--- src/rtl/polar_to_cartesian_pipe.sv ---
// Three-stage polar-to-Cartesian converter over a 15-degree angle grid.
// Build option: define P2C_ROUND_EN for round-half-up scaling; the default build truncates.
module polar_to_cartesian_pipe #(
  parameter int R_WIDTH     = 8,
  parameter int THETA_WIDTH = 5,
  parameter int FRAC_BITS   = 8
) (
  input  logic                      clock,
  input  logic                      reset_n,
  input  logic                      in_valid,
  output logic                      in_ready,
  input  logic [R_WIDTH-1:0]        in_r,
  input  logic [THETA_WIDTH-1:0]    in_theta,
  output logic                      out_valid,
  input  logic                      out_ready,
  output logic signed [R_WIDTH:0]   out_x,
  output logic signed [R_WIDTH:0]   out_y,
  output logic                      out_err
);

  localparam int CW = FRAC_BITS + 1;
  localparam int PW = R_WIDTH + 9;
`ifdef P2C_ROUND_EN
  localparam logic [PW-1:0] RND = PW'(1 << (FRAC_BITS - 1));
`else
  localparam logic [PW-1:0] RND = '0;
`endif

  // Quarter-wave magnitudes for 0..90 degrees in 15-degree steps.
  function automatic logic [CW-1:0] lut(input logic [2:0] k);
    case (k)
      3'd0:    lut = CW'(0);
      3'd1:    lut = CW'(66);
      3'd2:    lut = CW'(128);
      3'd3:    lut = CW'(181);
      3'd4:    lut = CW'(222);
      3'd5:    lut = CW'(247);
      3'd6:    lut = CW'(256);
      default: lut = CW'(0);
    endcase
  endfunction

  logic advance;

  logic [31:0]         theta_ext;
  logic                dec_legal;
  logic [1:0]          dec_q;
  logic [2:0]          dec_k;
  logic [CW-1:0]       dec_sin;
  logic [CW-1:0]       dec_cos;
  logic                dec_neg_x;
  logic                dec_neg_y;

  logic                s1_valid;
  logic [R_WIDTH-1:0]  s1_r;
  logic [CW-1:0]       s1_sin;
  logic [CW-1:0]       s1_cos;
  logic                s1_neg_x;
  logic                s1_neg_y;
  logic                s1_err;

  logic                s2_valid;
  logic [PW-1:0]       s2_prod_sin;
  logic [PW-1:0]       s2_prod_cos;
  logic                s2_neg_x;
  logic                s2_neg_y;
  logic                s2_err;

  logic [PW-1:0]       sum_x;
  logic [PW-1:0]       sum_y;
  logic [R_WIDTH:0]    mag_x;
  logic [R_WIDTH:0]    mag_y;
  logic [R_WIDTH:0]    next_x;
  logic [R_WIDTH:0]    next_y;

  assign advance  = out_ready | ~out_valid;
  assign in_ready = advance;

  // Illegal indices get zero coefficients so both coordinates come out as exact zero.
  always_comb begin
    theta_ext = 32'(in_theta);
    dec_legal = (theta_ext <= 32'd23);
    dec_q     = 2'(theta_ext / 32'd6);
    dec_k     = 3'(theta_ext % 32'd6);
    dec_sin   = '0;
    dec_cos   = '0;
    dec_neg_x = 1'b0;
    dec_neg_y = 1'b0;
    if (dec_legal) begin
      if (dec_q == 2'd0 || dec_q == 2'd2) begin
        dec_sin = lut(dec_k);
        dec_cos = lut(3'd6 - dec_k);
      end else begin
        dec_sin = lut(3'd6 - dec_k);
        dec_cos = lut(dec_k);
      end
      dec_neg_x = (dec_q == 2'd1) || (dec_q == 2'd2);
      dec_neg_y = (dec_q == 2'd2) || (dec_q == 2'd3);
    end
  end

  always_comb begin
    sum_x  = s2_prod_cos + RND;
    sum_y  = s2_prod_sin + RND;
    mag_x  = (R_WIDTH+1)'(sum_x >> FRAC_BITS);
    mag_y  = (R_WIDTH+1)'(sum_y >> FRAC_BITS);
    next_x = s2_neg_x ? (~mag_x + 1'b1) : mag_x;
    next_y = s2_neg_y ? (~mag_y + 1'b1) : mag_y;
  end

  // Every stage moves together; a stalled output freezes the whole pipe.
  always_ff @(posedge clock or negedge reset_n) begin
    if (!reset_n) begin
      s1_valid    <= 1'b0;
      s1_r        <= '0;
      s1_sin      <= '0;
      s1_cos      <= '0;
      s1_neg_x    <= 1'b0;
      s1_neg_y    <= 1'b0;
      s1_err      <= 1'b0;
      s2_valid    <= 1'b0;
      s2_prod_sin <= '0;
      s2_prod_cos <= '0;
      s2_neg_x    <= 1'b0;
      s2_neg_y    <= 1'b0;
      s2_err      <= 1'b0;
      out_valid   <= 1'b0;
      out_x       <= '0;
      out_y       <= '0;
      out_err     <= 1'b0;
    end else if (advance) begin
      s1_valid    <= in_valid;
      s1_r        <= in_r;
      s1_sin      <= dec_sin;
      s1_cos      <= dec_cos;
      s1_neg_x    <= dec_neg_x;
      s1_neg_y    <= dec_neg_y;
      s1_err      <= ~dec_legal;
      s2_valid    <= s1_valid;
      s2_prod_sin <= PW'(s1_r) * PW'(s1_sin);
      s2_prod_cos <= PW'(s1_r) * PW'(s1_cos);
      s2_neg_x    <= s1_neg_x;
      s2_neg_y    <= s1_neg_y;
      s2_err      <= s1_err;
      out_valid   <= s2_valid;
      out_x       <= next_x;
      out_y       <= next_y;
      out_err     <= s2_err;
    end
  end

endmodule

--- config.mk ---
export PLATFORM = sky130hd
export DESIGN_NAME = polar_to_cartesian_pipe
export DESIGN_NICKNAME = d
export VERILOG_FILES = /design/src/rtl/polar_to_cartesian_pipe.sv
export SDC_FILE = /design/constraint.sdc
export NUM_CORES = 1
export LEC_CHECK = 0
export ABC_AREA = 0
export CORE_MARGIN = 1
export CORE_UTILIZATION = 45
export DETAILED_ROUTE_END_ITERATION = 8
export MAX_ROUTING_LAYER = met4
export PLACE_DENSITY = 0.7
export SYNTH_ARGS = -nofsm -noshare
export SYNTH_HDL_FRONTEND = slang
export SYNTH_SLANG_ARGS = --single-unit
--- constraint.sdc ---
create_clock -name clock -period 4.35 [get_ports clock]
set_clock_uncertainty 0.05 [all_clocks]
set_input_delay 1.305 -clock clock [delete_from_list [all_inputs] [get_ports clock]]
set_output_delay 1.305 -clock clock [all_outputs]
set_load 0.01 [all_outputs]
==> metrics.md <==
| Metric | Value |
|---|---|
| Status | `finished with violations` |
| Failing checks | `negative setup slack` |
| First-pass GRT wire length | `29.02 mm` |
| Most used flip-flop cell after synthesis | `dfrtp_1` |
| CORE AREA | `0.01583 sq mm` |
| Gpl congestion | `0.9006` |
| Part of the cycle the worst path needs | `1.024` |
| Mapped cell area | `0.007267 sq mm` |
| Worst path most repeated cell | `fa_1` |
| Slowest library cell on the worst path | `fa_1` |
| Clk slew on worst S/H paths | `0.07 ns` |
| Commonest non-fill, non-tap cell in the layout | `nand2_1` |
| Syn nets | `985` |
| Worst Setup Start Kind | `flop` |
| Hold WC Path Type | `flop to flop` |
| Synth Warn # | `0` |
| DR WL/cell | `14.87 um` |
| GRT overflow | `0` |
| R2R depth | `16` |
| Register bit total from synthesis | `66` |
| I/O Buffers | `37` |
| PD cells | `616.9 mW/mm^2` |
| Most frequent cells in the layout | `nand2_1 (132), buf_4 (124), inv_1 (115), fa_1 (74), ha_1 (65)` |
| Syn Inst Count | `809` |
| Max Slew Vio Count | `0` |
| Post-Syn Area per Cell | `8.983 sq um` |
| Critical Path, Cell by Cell | `buf_4, and2_4, fa_1, inv_2, fa_1, inv_1, fa_1, fa_1, ha_4, o21a_1, a21oi_4, o31a_1, o31ai_4, o31ai_2, xnor2_1, a21oi_1` |
| Static leakage | `4.922 nW` |
| Die area | `0.01666 sq mm` |
| Vias/cell | `5.090` |
| Crit end category | `flop` |
| Post-route setup slack | `-0.1060 ns` |
| # diodes | `0` |
| Final HPWL DP | `13.45 mm` |
| Clock Path Buffers | `2` |
| Share of cells above drive strength 1 | `0.2427` |
| H-tree levels | `3` |
| Max VDD drop | `0.3903 mV` |
| Root buffer cell | `clkbuf_16` |
| FMAX | `224.4 MHz` |
| Die Height | `129.1 um` |
| Post-synthesis sequential area ratio | `0.2273` |
| DRT iter0 DRCs | `231` |
| CP max stage delay | `0.53 ns` |
| Pre-antenna DRT Iters | `4` |
| Setup TNS | `-0.3436 ns` |
| Number of top-level pins | `38` |
| Antenna violations before repair | `0` |
| # rows | `46` |
| Initial core utilization | `0.4591` |
| Total global-route track usage | `0.2320` |
| Total Nets Final | `1131` |
| Min cycle time layout | `4.456 ns` |
| Synth async-reset ratio | `1.000` |
| WS Path Type | `flop to flop` |
| Utilization after layout | `0.5991` |
| CTS tree | `built` |
| Worst endpoint required time | `4.49 ns` |
| ANT nets after route | `0` |
| Total Power | `5.850 mW` |
| Die Width | `129.1 um` |
| Crit-path max FO | `3` |
| Post-synth cell types | `60` |
| Slew @ Worst Pin | `1.090 ns` |
| Drt drc | `0` |
| Hold path depth | `2` |
| Routed Wire Length | `17.48 mm` |
| Slew headroom | `0.2731` |
| Worst Path Arrival | `4.60 ns` |
| Vias | `5986` |
| Max-cap viol count | `0` |
| Final hold violations | `0` |
| Area Growth Syn to Fin | `30.48%` |
| Final Setup Violations | `6` |
| Number of global-route vias before repair | `6316` |
| Clk_lat worst skew | `0.35 ns` |
| Sink Count | `66` |
| Unrepaired setup endpoints after global routing | `true` |
| EDFF count, synth | `0` |
| Inserted Clock Buffers | `9` |
| Largest net degree at the start of global routing | `84` |
-- per-layer routing --
metal  vias to the layer above  track usage  share of wire
li1                       2903            -              -
met5                         -            -              0
met3                        42      0.03840          0.032
met4                         0      0.09965          0.032
met2                       115       0.4083           0.52
met1                      2926       0.2603           0.42
-- worst paths after layout --
kind                                from              end  slack (ns)
worst max-delay path             s1_r[7]  s2_prod_cos[16]       -0.11
worst min-delay path            s2_valid         s2_valid        0.41
worst max register to register   s1_r[7]  s2_prod_cos[16]       -0.11
worst min register to register  s2_valid         s2_valid        0.41
max in group asynchronous        reset_n        s1_cos[6]        2.23
min in group asynchronous        reset_n        out_valid        1.12
-- synthesized netlist by cell type, types with 16 or more instances --
cell type	number	area share
inv_1	121	0.063
xor2_1	18	0.022
nand2_1	138	0.071
clkbuf_1	28	0.014
o31ai_1	16	0.017
fa_1	82	0.23
and2_1	56	0.048
a21oi_1	20	0.014
nor2_1	34	0.018
ha_1	77	0.13
dfrtp_1	66	0.23
o21ai_0	36	0.025
-- power by group --
part / leakage [nW] / switching [mW] / internal, mW / total, mW
logic: 3.97 / 2.01 / 1.98 / 3.99
registers: 0.812 / 0.245 / 0.860 / 1.11
clock network: 0.142 / 0.306 / 0.448 / 0.754
-- stage by stage --
step	area [sq um]	std cells	worst slack (ns)	hold slack, ns
2_1_floorplan	7302	809	-0.04317	0.3800
3_3_place_gp	8652	1140	-0.2116	0.3907
3_5_place_dp	8652	1140	-0.2978	0.3985
4_1_cts	9125	1162	-0.08017	0.4126
5_1_grt	9482	1176	-0.2569	0.4392
6_report	9482	1176	-0.1060	0.4081
-- area by class of cell --
cell class / instances / area (sq um)
Clock inverter: 7 / 76.32
Sequential cell: 66 / 1660
Clock buffer: 9 / 225.2
Multi-Input combinational cell: 587 / 5398
Tap cell: 216 / 270.3
Inverter: 121 / 454.2
Fill cell: 1307 / 6346
Timing Repair Buffer: 170 / 1398
-- critical path: cells and delay by family, from the launching register on --
family	cells	cell delay, ns
adders and majority gates	5	2.29
buffers and inverters	3	0.24
AOI/OAI and AO/OA	6	1.02
xor gates and xnor gates	1	0.18
DFF	1	0.39
and+or+nand+nor	1	0.14
-- cells by family (layout without fill, tap and decap cells) --
| group | Yosys count | count (layout) | synth area share |
|---|---|---|---|
| DFF | 66 | 66 | 0.2273 |
| adders and majority gates | 159 | 159 | 0.3585 |
| and+or+nand+nor | 272 | 272 | 0.1775 |
| AOI/OAI and AO/OA | 121 | 121 | 0.1119 |
| muxes | 4 | 4 | 0.005854 |
| xor gates and xnor gates | 31 | 31 | 0.03736 |
| buffers and inverters | 156 | 307 | 0.08161 |
-- sequential cells by signal, summed over array words and instances, names as in the netlist --
| name | count |
|---|---|
| out_x | 9 |
| out_y | 9 |
| s2_prod_cos | 9 |
| s2_prod_sin | 9 |
| s1_r | 8 |
| s1_cos | 6 |
| s1_sin | 6 |
| out_err | 1 |
| out_valid | 1 |
| s1_err | 1 |
| s1_neg_x | 1 |
| s1_neg_y | 1 |
| s1_valid | 1 |
| s2_err | 1 |
| s2_neg_x | 1 |
| s2_neg_y | 1 |
| s2_valid | 1 |
-- repair_timing --
action	4_1_cts	5_1_grt
pin swaps	31	69
endpoints found under the setup margin	15	27
hold buffers	0	0
setup buffers	6	14
hold endpoints to repair	0	0
resized for setup	31	64
Note: power is estimated with default switching activity, not from simulation.
==> RTL edit: new RTL, same flow settings <==
Register the output `out_err` once more, with the module's reset; this adds one clock of latency there. The other outputs are not delayed to match.
--- a/src/rtl/polar_to_cartesian_pipe.sv
+++ b/src/rtl/polar_to_cartesian_pipe.sv
@@ -20,6 +20,8 @@
 
   localparam int CW = FRAC_BITS + 1;
   localparam int PW = R_WIDTH + 9;
+
+  logic out_err_s0;
 `ifdef P2C_ROUND_EN
   localparam logic [PW-1:0] RND = PW'(1 << (FRAC_BITS - 1));
 `else
@@ -127,7 +129,7 @@
       out_valid   <= 1'b0;
       out_x       <= '0;
       out_y       <= '0;
-      out_err     <= 1'b0;
+      out_err_s0  <= 1'b0;
     end else if (advance) begin
       s1_valid    <= in_valid;
       s1_r        <= in_r;
@@ -145,7 +147,15 @@
       out_valid   <= s2_valid;
       out_x       <= next_x;
       out_y       <= next_y;
-      out_err     <= s2_err;
+      out_err_s0  <= s2_err;
+    end
+  end
+
+  always_ff @(posedge clock or negedge reset_n) begin
+    if (!reset_n) begin
+      out_err <= '0;
+    end else begin
+      out_err <= out_err_s0;
     end
   end
 
Behaviour: not the same (a bounded check fails within 4 cycles, from zero or initial values and one cycle with reset_n low).
==> RTL edit against the original RTL <==
  * The run still ends with setup timing left
  * Sequential cell count rose by 1
  * Final area shrank 1.8%
  * Power down 4.2%
  * Area after synthesis increased by 0.34%
  * Die area increased by 0.33%
  * First-iteration DRC count is 11% higher
  * Routed wire length decreased by 2.4%
  * Sequential share of layout area grew 0.53 points
  * Worst setup slack got worse by 15 ps
  * Critical endpoint is now s2_prod_sin[16]
  * Largest cell class unchanged
==> RTL edit: results (changes against the original RTL) <==
- Status: complete, but fails checks
- Violated checks: setup timing
- Total of endpoints with negative setup slack in the final report: 9 (+3)
- Setup WS pre-CTS: -308 ps (-9.87 ps)
- Critical-path maximum fanout: 4 (+1)
- Count of filler cells inserted in the layout: 1356 (+3.7%)
- GR Util met1: 0.273 (+0.0124)
- Standard cell area after detailed placement: 8650 sq um (about the same)
- GRT Util Overall: 0.229 (-0.00286)
- Met3 routing resource usage after global routing: 0.0359 (-0.00248)
- Global-route track usage on met2: 0.394 (-0.0142)
- Final non-filler cell total: 1169 (-0.60%)
- Wire length of the first global-routing pass: 28800 um (-0.88%)
- Worst Setup Slack, final: -121 ps (-15.4 ps)
- Critical path arrival: 4630 ps (+30 ps)
- Non-Clock Buffer Count: 162 (-4.7%)
- P_leak: 4.88 nW (-0.79%)
- Post-synthesis sequential area ratio: 0.230 (+0.00265)
- Final wirelength: 17100 um (-2.4%)
- Post-synthesis adder-cell area fraction: 0.357 (-0.00123)
- Final estimated routing congestion in global placement: 0.897 (-0.36%)
- Power in combinational cells: 3.79 mW (-5%)
- Synth Register Bits: 67 (+1.5%)
- Detailed placer's ending HPWL: 13500 um (+0.26%)
- Final clock-cell share: 0.0304 (-0.00144)
- Number of global-route vias before repair: 6032 (-4.5%)
- Share of the synthesized area in compound gates (AO/OA/AOI/OAI): 0.112 (-0.000384)
- Routed via count: 5901 (-1.4%)
- Internal power: 3.13 mW (-5.0%)
- Top cells by area in the synthesized netlist: sky130_fd_sc_hd__dfrtp_1 (23%), sky130_fd_sc_hd__fa_1 (23%), sky130_fd_sc_hd__ha_1 (13%), sky130_fd_sc_hd__nand2_1 (7.1%), sky130_fd_sc_hd__inv_1 (6.2%)
- Proportion of synthesized area in mux cells: 0.00583 (-0.0000201)
- Design area: 9310 sq um (-1.8%)
- Transition time at the pin with the least slew margin: 778 ps (-313 ps)
- Largest stage delay on the critical path: 550 ps (+20 ps)
- Detailed-routed wire length on met3: 607 um (+8.4%)
- Iter 0 DRT Violations: 257 (+11%)
- Highest ir drop seen on vdd: 0.362 mV (-7.2%)
- Fin nets: 1124 (-0.62%)
## RTL edit: path summary, 6_finish.rpt
path / cells past startpoint / end / slack, ps / start
hold reg to reg: 0 / out_err / 330 / out_err_s0
setup reg to reg: 15 / s2_prod_sin[16] / -120 / s1_r[7]
max in group asynchronous: 2 / s1_cos[6] / 2350 / reset_n
min in group asynchronous: 1 / out_x[5] / 850 / reset_n
hold / removal: 0 / out_err / 330 / out_err_s0
setup / recovery: 15 / s2_prod_sin[16] / -120 / s1_r[7]
## RTL edit: cell families after synthesis
family,count (synthesis)
simple gates,272
buf+inv,156
fa+ha+maj,159
mux,4
flops,67
xor+xnor,31
compound gates,121
## RTL edit: timing repair
| item | CTS | global route |
|---|---|---|
| buffers inserted | 9 | 7 |
| gates resized for setup | 31 | 38 |
| pin swaps | 36 | 37 |
| endpoints found under the setup margin | 12 | 27 |
